==> config.mk <==
export PLATFORM = sky130hd
export DESIGN_NAME = dir_controller_n
export DESIGN_NICKNAME = d
export VERILOG_FILES = /design/src/rtl/dir_controller_n.sv
export SDC_FILE = /design/constraint.sdc
export NUM_CORES = 1
export LEC_CHECK = 0
export BUFFER_PORTS_ARGS = -buffer_cell sky130_fd_sc_hd__buf_2
export CAP_MARGIN = 20
export CELL_PAD_IN_SITES_DETAIL_PLACEMENT = 0
export CELL_PAD_IN_SITES_GLOBAL_PLACEMENT = 1
export CORE_AREA = 5 5 97 99
export DETAILED_ROUTE_END_ITERATION = 8
export DIE_AREA = 0 0 102 104
export GPL_ROUTABILITY_DRIVEN = 0
export PLACE_DENSITY_LB_ADDON = 0.1
export SLEW_MARGIN = 5
export SYNTH_ARGS = -nofsm -noshare
export SYNTH_HDL_FRONTEND = slang
export SYNTH_SLANG_ARGS = --single-unit
==> constraint.sdc <==
create_clock -name clock -period 4.4 [get_ports clock]
set_input_delay 0.44 -clock clock [delete_from_list [all_inputs] [get_ports clock]]
set_output_delay 0.44 -clock clock [all_outputs]
set_load 0.02 [all_outputs]
==> src/rtl/dir_controller_n.sv <==
// Full-map directory controller for NLINES lines shared by NPROC processors.
// Requests are serialised IDLE->LOOKUP->(FETCH)->REPLY; the entry is written only in REPLY.
module dir_controller_n #(
  parameter int PID_W  = 2,
  parameter int LINE_W = 3
) (
  input  logic                  clock,
  input  logic                  reset,
  input  logic                  req_valid,
  output logic                  req_ready,
  input  logic [1:0]            req_op,
  input  logic [PID_W-1:0]      req_pid,
  input  logic [LINE_W-1:0]     req_line,
  output logic                  rsp_valid,
  output logic                  data_value_reply,
  output logic                  err,
  output logic                  inval_valid,
  output logic [2**PID_W-1:0]   inval_mask,
  output logic                  fetch_valid,
  output logic                  fetch_inval,
  output logic [PID_W-1:0]      fetch_pid,
  input  logic                  fetch_ack
);
  localparam int NPROC  = 2**PID_W;
  localparam int NLINES = 2**LINE_W;

  typedef enum logic [1:0] {S_IDLE, S_LOOKUP, S_FETCH, S_REPLY} fsm_t;
  typedef enum logic [1:0] {L_UNC, L_SHR, L_EXC} lst_t;
  localparam logic [1:0] OP_RD_MISS = 2'b00;
  localparam logic [1:0] OP_RD_HIT  = 2'b01;
  localparam logic [1:0] OP_WB      = 2'b10;

  fsm_t state, state_nxt;

  lst_t             dir_st [NLINES];
  logic [NPROC-1:0] dir_sh [NLINES];

  logic [1:0]        op_q;
  logic [PID_W-1:0]  pid_q;
  logic [LINE_W-1:0] line_q;

  // Decision captured in LOOKUP and applied in REPLY
  lst_t             nst_q;
  logic [NPROC-1:0] nsh_q, inv_q;
  logic             reply_q, err_q, finv_q;
  logic [PID_W-1:0] owner_q;

  lst_t             cur_st, d_st;
  logic [NPROC-1:0] cur_sh, d_sh, d_inv, pbit;
  logic [PID_W-1:0] owner;
  logic             d_reply, d_err, d_fetch, d_finv;

  always_comb begin
    cur_st = dir_st[line_q];
    cur_sh = dir_sh[line_q];
    pbit   = '0;
    pbit[pid_q] = 1'b1;
    owner  = '0;
    for (int i = 0; i < NPROC; i++)
      if (cur_sh[i]) owner = PID_W'(i);
  end

  always_comb begin
    d_st = cur_st; d_sh = cur_sh; d_inv = '0;
    d_reply = 1'b0; d_err = 1'b0; d_fetch = 1'b0; d_finv = 1'b0;
    case (op_q)
      OP_RD_HIT: ;
      OP_WB: begin
        if (cur_st == L_EXC && owner == pid_q) begin
          d_st = L_UNC; d_sh = '0;
        end else d_err = 1'b1;
      end
      OP_RD_MISS: begin
        d_reply = 1'b1;
        if (cur_st == L_EXC) begin
          if (owner != pid_q) begin
            d_fetch = 1'b1; d_st = L_SHR; d_sh = cur_sh | pbit;
          end
        end else begin
          d_st = L_SHR; d_sh = cur_sh | pbit;
        end
      end
      default: begin
        d_reply = 1'b1;
        d_st = L_EXC; d_sh = pbit;
        if (cur_st == L_SHR) d_inv = cur_sh & ~pbit;
        if (cur_st == L_EXC && owner != pid_q) begin
          d_fetch = 1'b1; d_finv = 1'b1;
        end
      end
    endcase
  end

  always_ff @(posedge clock) begin
    if (reset) state <= S_IDLE;
    else       state <= state_nxt;
  end

  always_comb begin
    state_nxt = state;
    case (state)
      S_IDLE:   if (req_valid) state_nxt = S_LOOKUP;
      S_LOOKUP: state_nxt = d_fetch ? S_FETCH : S_REPLY;
      S_FETCH:  if (fetch_ack) state_nxt = S_REPLY;
      default:  state_nxt = S_IDLE;
    endcase
  end

  always_comb begin
    req_ready        = (state == S_IDLE);
    rsp_valid        = (state == S_REPLY);
    data_value_reply = (state == S_REPLY) && reply_q;
    err              = (state == S_REPLY) && err_q;
    inval_valid      = (state == S_REPLY) && (|inv_q);
    inval_mask       = (state == S_REPLY) ? inv_q : '0;
    fetch_valid      = (state == S_FETCH);
    fetch_inval      = (state == S_FETCH) && finv_q;
    fetch_pid        = (state == S_FETCH) ? owner_q : '0;
  end

  always_ff @(posedge clock) begin
    if (reset) begin
      for (int i = 0; i < NLINES; i++) begin
        dir_st[i] <= L_UNC;
        dir_sh[i] <= '0;
      end
      op_q <= '0; pid_q <= '0; line_q <= '0;
      nst_q <= L_UNC; nsh_q <= '0; inv_q <= '0;
      reply_q <= 1'b0; err_q <= 1'b0; finv_q <= 1'b0; owner_q <= '0;
    end else begin
      if (state == S_IDLE && req_valid) begin
        op_q <= req_op; pid_q <= req_pid; line_q <= req_line;
      end
      if (state == S_LOOKUP) begin
        nst_q <= d_st; nsh_q <= d_sh; inv_q <= d_inv;
        reply_q <= d_reply; err_q <= d_err; finv_q <= d_finv; owner_q <= owner;
      end
      if (state == S_REPLY) begin
        dir_st[line_q] <= nst_q;
        dir_sh[line_q] <= nsh_q;
      end
    end
  end
endmodule

Yosys cells after proc, flatten, opt, wreduce, memory -nomap -nowiden

Memory sizes are Yosys's and may differ from the RTL's. A register that Yosys moved wholly into a read port is not among the register bits.
Cells that the tools add are included.

Register bits after elaboration: 24
RAM bits: 48
Memories: 2
Logic and storage cells: 89

Memory list:

| name   | depth | width | rd ports | clocked after memory_dff | wr ports | line | text |
|---|---|---|---|---|---|---|---|
| dir_sh | 8     | 4     | 1        | 1                        | 8        | 36   | `logic [NPROC-1:0] dir_sh [NLINES];` |
| dir_st | 8     | 2     | 1        | 1                        | 8        | 35   | `lst_t dir_st [NLINES];` |

Reductions and logical operators: 16
$lt $le $gt $ge: 2
Muxes and demuxes: 44
Bitwise operators: 3
Eq/ne operators: 11

Operators with widths:

| operator                                             | count |
|---|---|
| 2-to-1 mux 4 bit                                     | 7 |
| 2-to-1 mux 2 bit                                     | 9 |
| 2-to-1 mux 3 bit                                     | 6 |
| 2-to-1 mux 1 bit                                     | 17 |
| one-hot mux 2 bit (3 select lines)                   | 2 |
| one-hot mux 4 bit (3 select lines)                   | 1 |
| equality test 2 bit (second input constant)          | 4 |
| logical AND 1 bit                                    | 8 |
| OR reduction 4 bit                                   | 2 |
| equality test 2 x 1 -> 1 bit (second input constant) | 3 |
| AND 4 bit                                            | 1 |
| zero test 2 bit                                      | 2 |
| inverter 4 bit                                       | 1 |
| OR 4 bit                                             | 1 |
| OR reduction 2 bit                                   | 2 |
| < comparator 2 x 3 -> 1 bit (second input constant)  | 1 |
| OR reduction 3 bit                                   | 1 |
| demux 1 bit (select 2 bit)                           | 1 |
| equality test 2 bit                                  | 1 |
| >= comparator 2 x 1 -> 1 bit (second input constant) | 1 |
| != test 2 x 1 -> 1 bit (second input constant)       | 1 |
| != test 2 bit                                        | 1 |
| != test 2 bit (second input constant)                | 1 |
| one-hot mux 1 bit (2 select lines)                   | 1 |
| AND reduction 2 bit                                  | 1 |

Depth between registers and ports, before layout

Gate-level depths: netlist of run 1.

Word-level depth: 9
Depth in mapped cells: 9

Worst setup path after synthesis of run 1

OpenSTA, ideal clock, no wires.

Path kind: reg-to-reg
Start point: reg (tool-made name)
End point: reg state[0]
Period minus slack after synthesis: 2274 ps
Data arrival time: 2152 ps
Slack: 2126 ps
Setup time: 122 ps
Stages on the path, launching flop included: 8
Path through: dfxtp_1 -> buf_6 -> mux4_2 -> mux2_4 -> nor3b_1 -> nor4_4 -> a31oi_1 -> o311a_1

RTL lines:

| item                 | line | text |
|---|---|---|
| to (signal assigned) | 96   | `else state <= state_nxt;` |
| to (decl)            | 33   | `fsm_t state, state_nxt;` |

==> parameters.txt, run 1 <==
Parameter                              Value

Clock network
  Number of buffers added to fix hold violations after cts    0
  Maximum level of the CTS H-tree    3
  Clock Path Buffers    2
  Worst-skew pair later-pin latency    350 ps
  Number of buffers inserted during clock tree synthesis    9
  Number of gates given a new drive strength after cts    0
  Clk slew on worst S/H paths    90 ps
  Library cell used as clock root buffer    clkbuf_8
  Post-CTS repair timing setup buffer count    0
  Clk sinks    75
  CTS tree    built

Synth
  Adder-cell area share of the yosys netlist    2.70%
  Main synth FF type    edfxtp_1
  Number of instances in the synthesized netlist    323
  Warning count from the yosys run    0
  Mean area per synthesized cell    11.5 um^2
  Multiplexer fraction of the synthesized cell area    9.80%
  Sequential cell area fraction in the yosys report    53.4%
  Combinational family with the most area after synthesis    simple AND/OR/NAND/NOR gates
  Leading post-synthesis cells by cell area    edfxtp_1 (39%), dfxtp_1 (15%), and2_1 (9.8%), mux4_2 (7.3%), nor2_1 (2.7%)
  Mapped Area    3710 um^2
  Synth async-reset ratio    0%
  Synthesized net count    342
  Xor and xnor area share after synthesis    0%
  Number of register bits inferred by synthesis    75
  Post-synth top cells    and2_1 (58), edfxtp_1 (48), dfxtp_1 (27), nor2_1 (27), nand2_1 (18)
  Compound-Gate Fraction of Synth Area    9.03%
  Post-synthesis simple-gate area fraction    22.3%
  Number of distinct library cell variants in the gate-level netlist after synthesis    48
  Post-synth EDFFs    48
  Cell type with the largest total area after synthesis    edfxtp_1
  Yosys top cell area share    38.8%
  Most numerous cell in the Yosys netlist    and2_1

Min path
  Hold/Removal Path Class    in2reg
  Origin of the worst min-delay path    req_op[1]
  Worst-case hold path end point    op_q[1]
  Hold depth    3

Cells and area
  Antenna diode count    0
  Final instance count without filler cells    457
  Utilization after layout    48.1%
  Nets@finish    363
  Fraction of layout cells with a size suffix above 1    18.1%
  Final instance area    4070 um^2
  Filler instances    794
  Area used by sequential logic in the layout    1980 um^2
  Multi-input gate area    1630 um^2
  Layout overhead on the synthesized area    9.67%

Timing
  Fin. max-slew vios    0
  RSZ-0062 raised after global routing    no
  Normalized max-slew margin    39.0%
  Number of hold violations in the final report    0
  Min Tclk post-route    2910 ps
  Post-route setup TNS    0 ps
  Clock skew    8.80 ps
  Period utilization    66.2%
  Worst-Margin Slew    905 ps
  # setup viols final    0
  Upper clock frequency limit    343 MHz

Placed design
  Number of I/O port buffers    23
  Half-perimeter wire length of the detailed placement result    6580 um
  Placed Area    3900 um^2
  Cell total after placement    441

Floorplan
  Number of placement rows    34
  Area inside the core boundary    8470 um^2
  Top-level I/O count    24
  Total Die Area    10,600 um^2
  Floorplan die height    104 um
  Die X    102 um
  Starting density of the core    43.9%

Power
  PwrDens    471 nW/um^2
  Reported leakage power    1.52 nW
  Worst vdd ir    0.309 mV

Global route
  Via count of the first global-routing pass    2,429
  Maximum number of pins on one net before global-route repair    25
  Total track usage    17.9%
  Global-route wire length before repair    14,100 um
  Number of antenna violations at the first check in global routing    0
  Grt total ovfl    0

Drt
  Via count    2,488
  Total wire length after detailed routing    8950 um
  1st-pass router iterations    6
  Number of antenna-violating nets in the routed design    0
  Wire length per cell after detailed routing    19.6 um
  DR vias/cell    5.44
  First-iteration detailed-routing DRC count    146
  Post-detailed-route DRC marker count    0

Worst setup path
  Ordered cell list for the critical path    mux4_2 > mux2_4 > nor3b_1 > nor4_4 > a31oi_1 > o311a_1
  Required time at the endpoint of the critical path    4650 ps
  WS Path Type    reg2reg
  Reg2reg path depth    6
  Cell at the slowest stage of the critical path    dfxtp_1
  Max stage delay on crit path    790 ps
  Critical Path Start Type    flop
  Reg2reg end    state[0]
  Worst-path fanout max    14
  Capturing element type of the critical path    flop
  Arrival time worst endpoint    3160 ps
  Setup slack of the worst register-to-register path    1490 ps

Status
  Result of the run    complete, no violations

Job
  Total of max-cap violations    0
-- registers in the layout, summed over array words and instances (netlist names), 3 cells and up, named ones only --
signal,cells
dir_sh,32
dir_st,16
line_q,3
nsh_q,4
inv_q,4
-- layer usage --
layer | track usage [%] | vias up | wire (um)
met1 | 27.3 | 1197 | 4160
met2 | 25.5 | 71 | 4030
met5 | 0 | - | 0
met4 | 6.56 | 0 | 126
li1 | - | 1213 | -
met3 | 2.68 | 7 | 627
-- per-stage QoR --
step / total power [mW] / setup slack [ps] / hold WS [ps]
floorplan: 1.29 / 2130 / 442
global placement: 1.45 / 1550 / 472
detailed placement: 1.45 / 1480 / 468
CTS: 1.93 / 1480 / 320
global route: 2.02 / 1290 / 331
finish: 1.92 / 1490 / 326
-- area by class of cell --
class / instances / share of cell area (%)
clock buffers: 9 / 3.04
clock inverters: 7 / 1.26
flip-flops and latches: 75 / 48.7
multi-input cells: 225 / 40.0
well taps: 108 / 3.32
inverters: 10 / 0.922
repair buffers: 23 / 2.83
-- worst max path at each step --
stage	endpoint	slack (ps)
6_report	state[0]	1490
5_1_grt	state[0]	1290
4_1_cts	state[0]	1480
3_5_place_dp	state[0]	1480
3_3_place_gp	state[0]	1550
2_1_floorplan	state[0]	2130
-- report_power, final --
group	total, mW	internal (mW)	switching, mW
combinational	0.490	0.194	0.296
sequential	0.937	0.817	0.121
clock	0.489	0.209	0.280
-- kinds of logic (layout without fill, tap and decap cells) --
family | after synthesis | count (layout)
AND/OR/NAND/NOR | 146 | 146
multiplexers | 20 | 20
adder cells (fa/ha/maj) | 8 | 8
flip-flops | 75 | 75
AO/OA/AOI/OAI | 51 | 51
buffers and inverters | 23 | 49
-- worst max-delay path, delay by kind of cell, from the launching register on --
| family | cells | cell delay, ps |
|---|---|---|
| AOI/OAI and AO/OA | 2 | 500 |
| DFF | 1 | 790 |
| muxes | 2 | 940 |
| and+or+nand+nor | 2 | 590 |
-- cell usage in the layout, fill, tap and decap left out, types with 2 or more instances in the layout --
cell	instances
and2_1	58
edfxtp_1	48
nor2_1	27
dfxtp_1	27
buf_2	23
nand2_1	18
mux4_2	12
o21ai_0	11
a21oi_1	11
inv_1	9
nand3_1	9
clkbuf_8	9
ha_1	8
nor3_1	7
a31oi_1	6
nand2b_1	5
nand3b_1	4
or2_2	4
a32oi_1	4
nor2b_1	3
mux2i_1	3
mux2_2	3
a21boi_0	3
inv_6	3
and3b_1	2
clkinv_1	2
a2111oi_0	2
mux2_4	2
o31ai_1	2
a211oi_1	2
o22ai_1	2
o21bai_1	2
No activity file was read; power rests on OpenSTA's default activity.
==> inputs of run 2 (changes only) <==
Clock period 4.4 ns to 3 ns, I/O delays scaled along.
==> run 2 against run 1 <==
Net effect:
- routed wire length is 0.87% lower
- via count up 2.7%
- sequential power up 43%
- non-clock buffer count up 13
- utilization grew 1.5 points
- critical path type unchanged
- critical endpoint unchanged
- largest cell class unchanged
- highest routed layer unchanged
==> parameters.txt, run 2 (same netlist as run 1, synthesis figures left out) <==
Parameter                              Value

Status
  Result of the run    complete, no violations (unchanged)

Global route
  Maximum number of pins on one net before global-route repair    24 (was 25)
  Number of antenna violations at the first check in global routing    0 (unchanged)
  Total track usage    18.0% (was 17.9%)
  Global-route wire length before repair    14,300 um (was 14,100 um)
  Grt total ovfl    0 (unchanged)
  Via count of the first global-routing pass    2,472 (was 2,429)

Timing
  Clock skew    12.7 ps (was 8.80 ps)
  Number of hold violations in the final report    0 (unchanged)
  Worst-Margin Slew    521 ps (was 905 ps)
  RSZ-0062 raised after global routing    no (unchanged)
  Upper clock frequency limit    374 MHz (was 343 MHz)
  Period utilization    89.0% (was 66.2%)
  Final worst hold slack    212 ps (was 326 ps)
  # setup viols final    0 (unchanged)
  Normalized max-slew margin    64.4% (was 39.0%)
  Min Tclk post-route    2670 ps (was 2910 ps)
  Post-route setup TNS    0 ps (unchanged)
  Fin. max-slew vios    0 (unchanged)

Drt
  1st-pass router iterations    5 (was 6)
  DR vias/cell    5.44 (about the same)
  Post-detailed-route DRC marker count    0 (unchanged)
  Post-route met1 wirelength    4370 um (was 4160 um)
  Via count    2,556 (was 2,488)
  Routed wire length on met2    3980 um (was 4030 um)
  Number of antenna-violating nets in the routed design    0 (unchanged)
  Met3 routed WL    434 um (was 627 um)
  First-iteration detailed-routing DRC count    196 (was 146)
  Total wire length after detailed routing    8870 um (was 8950 um)
  Highest metal used    met4 (unchanged)
  Wire length per cell after detailed routing    18.9 um (was 19.6 um)

Clock network
  Number of gates given a new drive strength after cts    0 (unchanged)
  Worst-skew pair later-pin latency    350 ps (about the same)
  Number of buffers inserted during clock tree synthesis    9 (unchanged)
  Clk sinks    75 (unchanged)
  Post-CTS repair timing setup buffer count    0 (unchanged)
  Number of buffers added to fix hold violations after cts    0 (unchanged)
  CTS tree    built (unchanged)
  Library cell used as clock root buffer    clkbuf_8 (unchanged)
  Clock Path Buffers    2 (unchanged)
  Maximum level of the CTS H-tree    3 (unchanged)
  Clk slew on worst S/H paths    80 ps (was 90 ps)

Worst setup path
  Required time at the endpoint of the critical path    3240 ps (was 4650 ps)
  Critical path destination    state[0] (unchanged)
  Cell at the slowest stage of the critical path    dfxtp_1 (unchanged)
  Setup slack of the worst register-to-register path    330 ps (was 1490 ps)
  Capturing element type of the critical path    flop (unchanged)
  Arrival time worst endpoint    2910 ps (was 3160 ps)
  Worst-path fanout max    8 (was 14)
  WS Path Type    reg2reg (unchanged)
  Ordered cell list for the critical path    mux4_2 > mux2_4 > nor3b_1 > nor4_4 > a31oi_1 > o311a_1 (unchanged)
  Critical Path Start Type    flop (unchanged)
  Reg2reg path depth    6 (unchanged)
  Max stage delay on crit path    610 ps (was 790 ps)
  Reg2reg end    state[0] (unchanged)

Min path
  Hold/Removal Path Class    in2reg (unchanged)
  Hold depth    3 (unchanged)

Floorplan
  Top-level I/O count    24 (unchanged)
  Starting density of the core    43.9% (unchanged)
  Area inside the core boundary    8470 um^2 (unchanged)
  Die X    102 um (unchanged)
  Floorplan die height    104 um (unchanged)
  Number of placement rows    34 (unchanged)
  Total Die Area    10,600 um^2 (unchanged)

Cells and area
  Multi-input gate area    1630 um^2 (unchanged)
  Final instance area    4200 um^2 (was 4070 um^2)
  Nets@finish    376 (was 363)
  Most frequent standard cell in the layout excluding fill and tap cells    and2_1 (unchanged)
  Largest reg by FF count    dir_sh (unchanged)
  Biggest registers after layout    dir_sh (32), dir_st (16) (unchanged)
  Max reg flops    32 (unchanged)
  Fraction of layout cells with a size suffix above 1    21.0% (was 18.1%)
  Area used by sequential logic in the layout    1980 um^2 (unchanged)
  Layout overhead on the synthesized area    13.1% (was 9.67%)
  Utilization after layout    49.6% (was 48.1%)
  Commonest cells after routing, fill and taps aside    and2_1 (58), edfxtp_1 (48), nor2_1 (27), dfxtp_1 (27), buf_2 (23) (unchanged)
  Filler instances    771 (was 794)
  Antenna diode count    0 (unchanged)

Power
  PwrDens    693 nW/um^2 (was 471 nW/um^2)
  Reported leakage power    1.59 nW (was 1.52 nW)
  Worst vdd ir    0.405 mV (was 0.309 mV)

Placed design
  Half-perimeter wire length of the detailed placement result    6810 um (was 6580 um)
  Placed Area    4000 um^2 (was 3900 um^2)
  Number of I/O port buffers    23 (unchanged)

Job
  Total of max-cap violations    0 (unchanged)
## run 2: per-stage QoR
stage / power (mW) / worst slack (ps) / std cells
finish: 2.91 / 329 / 470
global route: 3.08 / 166 / 470
floorplan: 1.89 / 726 / 323
detailed placement: 2.13 / 319 / 454
global placement: 2.14 / 387 / 454
CTS: 2.92 / 321 / 470
## run 2: critical path: cells and delay by family, from the launching register on
family           cells  cell delay (ps)
AO/OA/AOI/OAI        2              460
multiplexers         2              890
AND/OR/NAND/NOR      2              600
flip-flops           1              610
## run 2: where the power goes
part	switching [mW]	internal (mW)	total (mW)	leakage, nW
Clock	0.386	0.410	0.796	0.0957
Combinational	0.466	0.307	0.773	0.777
Sequential	0.144	1.20	1.34	0.716
Total	0.996	1.91	2.91	1.59
## run 2: worst min path at each step
stage / from / endpoint / slack [ps]
after floorplan: finv_q / finv_q / 440
after global placement: owner_q[1] / owner_q[1] / 470
after detailed placement: err_q / err_q / 470
after CTS: req_op[1] / op_q[1] / 190
after global routing: req_pid[0] / pid_q[0] / 210
final: req_op[1] / op_q[1] / 210
## run 2: layout make-up
cell class,instances,area share (%)
Tap cell,108,3.22
Clock buffer,11,3.37
Inverter,10,0.894
Clock inverter,5,1.49
Multi-Input combinational cell,225,38.8
Sequential cell,75,47.2
Timing Repair Buffer,36,5.07
## run 2: layer usage
metal / GRT usage [%] / vias to the layer above
met2: 25.4 / 70
met3: 3.29 / 7
met5: 0 / -
met4: 4.59 / 0
met1: 28.4 / 1236
li1: - / 1243
==> inputs of run 3 (changes only) <==
Settings changed: ABC_AREA set to 1, BUFFER_PORTS_ARGS -buffer_cell sky130_fd_sc_hd__buf_2 to -buffer_cell sky130_fd_sc_hd__clkbuf_2, CORE_AREA 5 5 97 99 to 5 5 96 98, DIE_AREA 0 0 102 104 to 0 0 101 103.
==> run 3 against run 2 <==
Net effect:
- register-to-register slack better by 370 ps
- first-iteration DRC count down 14%
- sequential share of layout area up 2.4 points
- sequential cell count unchanged
- power up 3.7%
- hold slack better by 28 ps
- via count up 14%
- global-route usage down 0.13 points
==> parameters.txt, run 3 <==
Parameter                              Value

Min path
  Hold/Removal Path Class    in2reg (unchanged)

Power
  Worst vdd ir    0.317 mV (was 0.405 mV)
  Reported leakage power    1.70 nW (was 1.59 nW)
  Overall power after layout    3.02 mW (was 2.91 mW)
  PwrDens    756 nW/um^2 (was 693 nW/um^2)

Worst setup path
  Cell at the slowest stage of the critical path    dfxtp_1 (unchanged)
  CP delay by family, top    simple AND/OR/NAND/NOR gates (was multiplexers)
  Worst-path fanout max    17 (was 8)
  Ordered cell list for the critical path    buf_4 > nand2_1 > nand3_1 > nand3_1 > nand2_2 > nand2_2 > nand2_2 > nand2_1 > nand2_2 > nand3_4 > nand2_4 > nand3_2 > nand3_1 > a21oi_1 (was mux4_2 > mux2_4 > nor3b_1 > nor4_4 > a31oi_1 > o311a_1)
  Cell with the most instances on the worst path    nand2_2
  Crit path buffers/inverters    1 (was 0)
  Critical Path Start Type    flop (unchanged)
  Capturing element type of the critical path    flop (unchanged)
  WS Path Type    reg2reg (unchanged)
  Max stage delay on crit path    740 ps (was 610 ps)
  Required time at the endpoint of the critical path    3220 ps (was 3240 ps)
  Arrival time worst endpoint    2520 ps (was 2910 ps)

Global route
  Total track usage    17.9% (was 18.0%)
  Number of antenna violations at the first check in global routing    0 (unchanged)
  Via count of the first global-routing pass    2,695 (was 2,472)
  Maximum number of pins on one net before global-route repair    25 (was 24)
  Global-route wire length before repair    14,000 um (was 14,300 um)
  Grt total ovfl    0 (unchanged)

Job
  Total of max-cap violations    0 (unchanged)

Timing
  # setup viols final    0 (unchanged)
  Fin. max-slew vios    0 (unchanged)
  Post-route setup TNS    0 ps (unchanged)
  Clock skew    8.94 ps (was 12.7 ps)
  Number of hold violations in the final report    0 (unchanged)
  RSZ-0062 raised after global routing    no (unchanged)
  Period utilization    76.8% (was 89.0%)
  Min Tclk post-route    2300 ps (was 2670 ps)
  Worst-Margin Slew    649 ps (was 521 ps)
  Upper clock frequency limit    434 MHz (was 374 MHz)
  Minimum setup slack in the final design    697 ps (was 329 ps)
  Normalized max-slew margin    56.7% (was 64.4%)

Clock network
  Number of buffers added to fix hold violations after cts    0 (unchanged)
  Clk slew on worst S/H paths    70 ps (was 80 ps)
  Maximum level of the CTS H-tree    3 (unchanged)
  Library cell used as clock root buffer    clkbuf_8 (unchanged)
  Number of buffers inserted during clock tree synthesis    9 (unchanged)
  Post-CTS repair timing setup buffer count    0 (unchanged)
  Clock Path Buffers    2 (unchanged)
  Clk sinks    75 (unchanged)
  CTS tree    built (unchanged)
  Worst-skew pair later-pin latency    350 ps (about the same)
  Number of gates given a new drive strength after cts    0 (unchanged)

Cells and area
  Filler instances    855 (was 771)
  Commonest cells after routing, fill and taps aside    nand2_1 (89), nor2_1 (83), inv_1 (60) (was and2_1 (58), edfxtp_1 (48), nor2_1 (27), dfxtp_1 (27), buf_2 (23))
  Max reg flops    32 (unchanged)
  Antenna diode count    0 (unchanged)
  Final instance count without filler cells    570 (was 470)
  Most frequent standard cell in the layout excluding fill and tap cells    nand2_1 (was and2_1)
  Nets@finish    476 (was 376)
  Fraction of layout cells with a size suffix above 1    11.9% (was 21.0%)
  Multi-input gate area    1330 um^2 (was 1630 um^2)
  Largest reg by FF count    dir_sh (unchanged)
  Area used by sequential logic in the layout    1980 um^2 (unchanged)
  Biggest registers after layout    dir_sh (32), dir_st (16) (unchanged)
  Layout overhead on the synthesized area    9.92% (was 13.1%)

Floorplan
  Number of placement rows    34 (unchanged)
  Total Die Area    10,400 um^2 (was 10,600 um^2)
  Top-level I/O count    24 (unchanged)
  Die X    101 um (was 102 um)
  Starting density of the core    43.3% (was 43.9%)
  Floorplan die height    103 um (was 104 um)
  Area inside the core boundary    8380 um^2 (was 8470 um^2)

Synth
  Number of register bits inferred by synthesis    75 (unchanged)
  Post-synth EDFFs    48 (unchanged)
  Yosys top cell area share    39.7% (was 38.8%)
  Most numerous cell in the Yosys netlist    nand2_1 (was and2_1)
  Main synth FF type    edfxtp_1 (unchanged)
  Mean area per synthesized cell    8.39 um^2 (was 11.5 um^2)
  Sequential cell area fraction in the yosys report    54.6% (was 53.4%)
  Cell type with the largest total area after synthesis    edfxtp_1 (unchanged)
  Post-synth top cells    nand2_1 (89), nor2_1 (83), inv_1 (60), edfxtp_1 (48), dfxtp_1 (27) (was and2_1 (58), edfxtp_1 (48), dfxtp_1 (27), nor2_1 (27), nand2_1 (18))
  Synthesized net count    452 (was 342)
  Warning count from the yosys run    0 (unchanged)
  Number of instances in the synthesized netlist    433 (was 323)
  Leading post-synthesis cells by cell area    edfxtp_1 (40%), dfxtp_1 (15%), nand2_1 (9.2%), nor2_1 (8.6%), inv_1 (6.2%) (was edfxtp_1 (39%), dfxtp_1 (15%), and2_1 (9.8%), mux4_2 (7.3%), nor2_1 (2.7%))
  Number of distinct library cell variants in the gate-level netlist after synthesis    29 (was 48)
  Synth async-reset ratio    0% (unchanged)
  Mapped Area    3630 um^2 (was 3710 um^2)

Drt
  Routed wire length on met2    3910 um (was 3980 um)
  Number of antenna-violating nets in the routed design    0 (unchanged)
  Met3 routed WL    449 um (was 434 um)
  Highest metal used    met4 (unchanged)
  Wire length per cell after detailed routing    15.5 um (was 18.9 um)
  First-iteration detailed-routing DRC count    169 (was 196)
  Total wire length after detailed routing    8810 um (was 8870 um)
  Via count    2,910 (was 2,556)
  Post-detailed-route DRC marker count    0 (unchanged)
  DR vias/cell    5.11 (was 5.44)
  1st-pass router iterations    5 (unchanged)
  Post-route met1 wirelength    4330 um (was 4370 um)

Status
  Result of the run    complete, no violations (unchanged)

Placed design
  Setup WS pre-CTS    711 ps (was 319 ps)
  Half-perimeter wire length of the detailed placement result    6460 um (was 6810 um)
  Cell total after placement    554 (was 454)
  Number of I/O port buffers    23 (unchanged)
run 3: changes by cell type in the layout (fill, tap and decap cells not counted), moves of 7 or more:
cell      change
inv_1        +51
nor2_1       +56
o21ai_0      +11
o21ai_1       +9
buf_2        -23
nand2_1      +71
a21oi_1      +11
nand2_2       +7
clkbuf_2     +23
mux4_2       -12
and2_1       -58
nand3_1      +12
buf_4        -10
run 3: kinds of logic after synthesis:
family / Yosys count / synth area share (%)
adders and majority gates: 8 / 2.76
DFF: 75 / 54.6
buffers and inverters: 76 / 8.92
AOI/OAI and AO/OA: 64 / 9.54
and+or+nand+nor: 210 / 24.2
run 3: layout make-up:
type / instances / share of cell area, %
Sequential cell: 75 / 49.6
Multi-Input combinational cell: 282 / 33.2
Inverter: 63 / 6.05
Timing Repair Buffer: 26 / 3.45
Tap cell: 108 / 3.38
Clock buffer: 10 / 3.20
Clock inverter: 6 / 1.07
run 3: worst paths after layout:
kind | startpoint | to | slack [ps] | cells after the start
min | req_op[0] | op_q[0] | 240 | 3
max | flop | nsh_q[3] | 700 | 14
max reg2reg | flop | nsh_q[3] | 700 | 14
min reg2reg | nst_q[0] | nst_q[0] | 470 | 2
run 3: through the flow:
step | cell area [um^2] | hold slack [ps] | utilization [%]
after global placement | 3820 | 454 | 45.6
after floorplan | 3630 | 379 | -
after CTS | 3990 | 236 | 47.6
final | 3990 | 240 | 47.6
after detailed placement | 3820 | 460 | 45.6
after global routing | 3990 | 241 | 47.6
run 3: metal layers:
layer	GRT usage [%]	vias up
met1	25.9	1386
met4	6.03	0
li1	-	1446
met5	0	-
met3	3.45	10
met2	27.0	68
run 3: report_power, final:
group          total, mW  internal (mW)  switching [mW]
registers           1.34           1.22           0.118
logic               1.01          0.298           0.710
clock network      0.673          0.299           0.374
run 3: worst reg2reg max path, cell delays in order (launching register included):
cell,delay [ps]
dfxtp_1,740
buf_4,280
nand2_1,70
nand3_1,90
nand3_1,110
nand2_2,130
nand2_2,70
nand2_2,60
nand2_1,60
nand2_2,100
nand3_4,120
nand2_4,100
nand3_2,100
nand3_1,90
a21oi_1,70
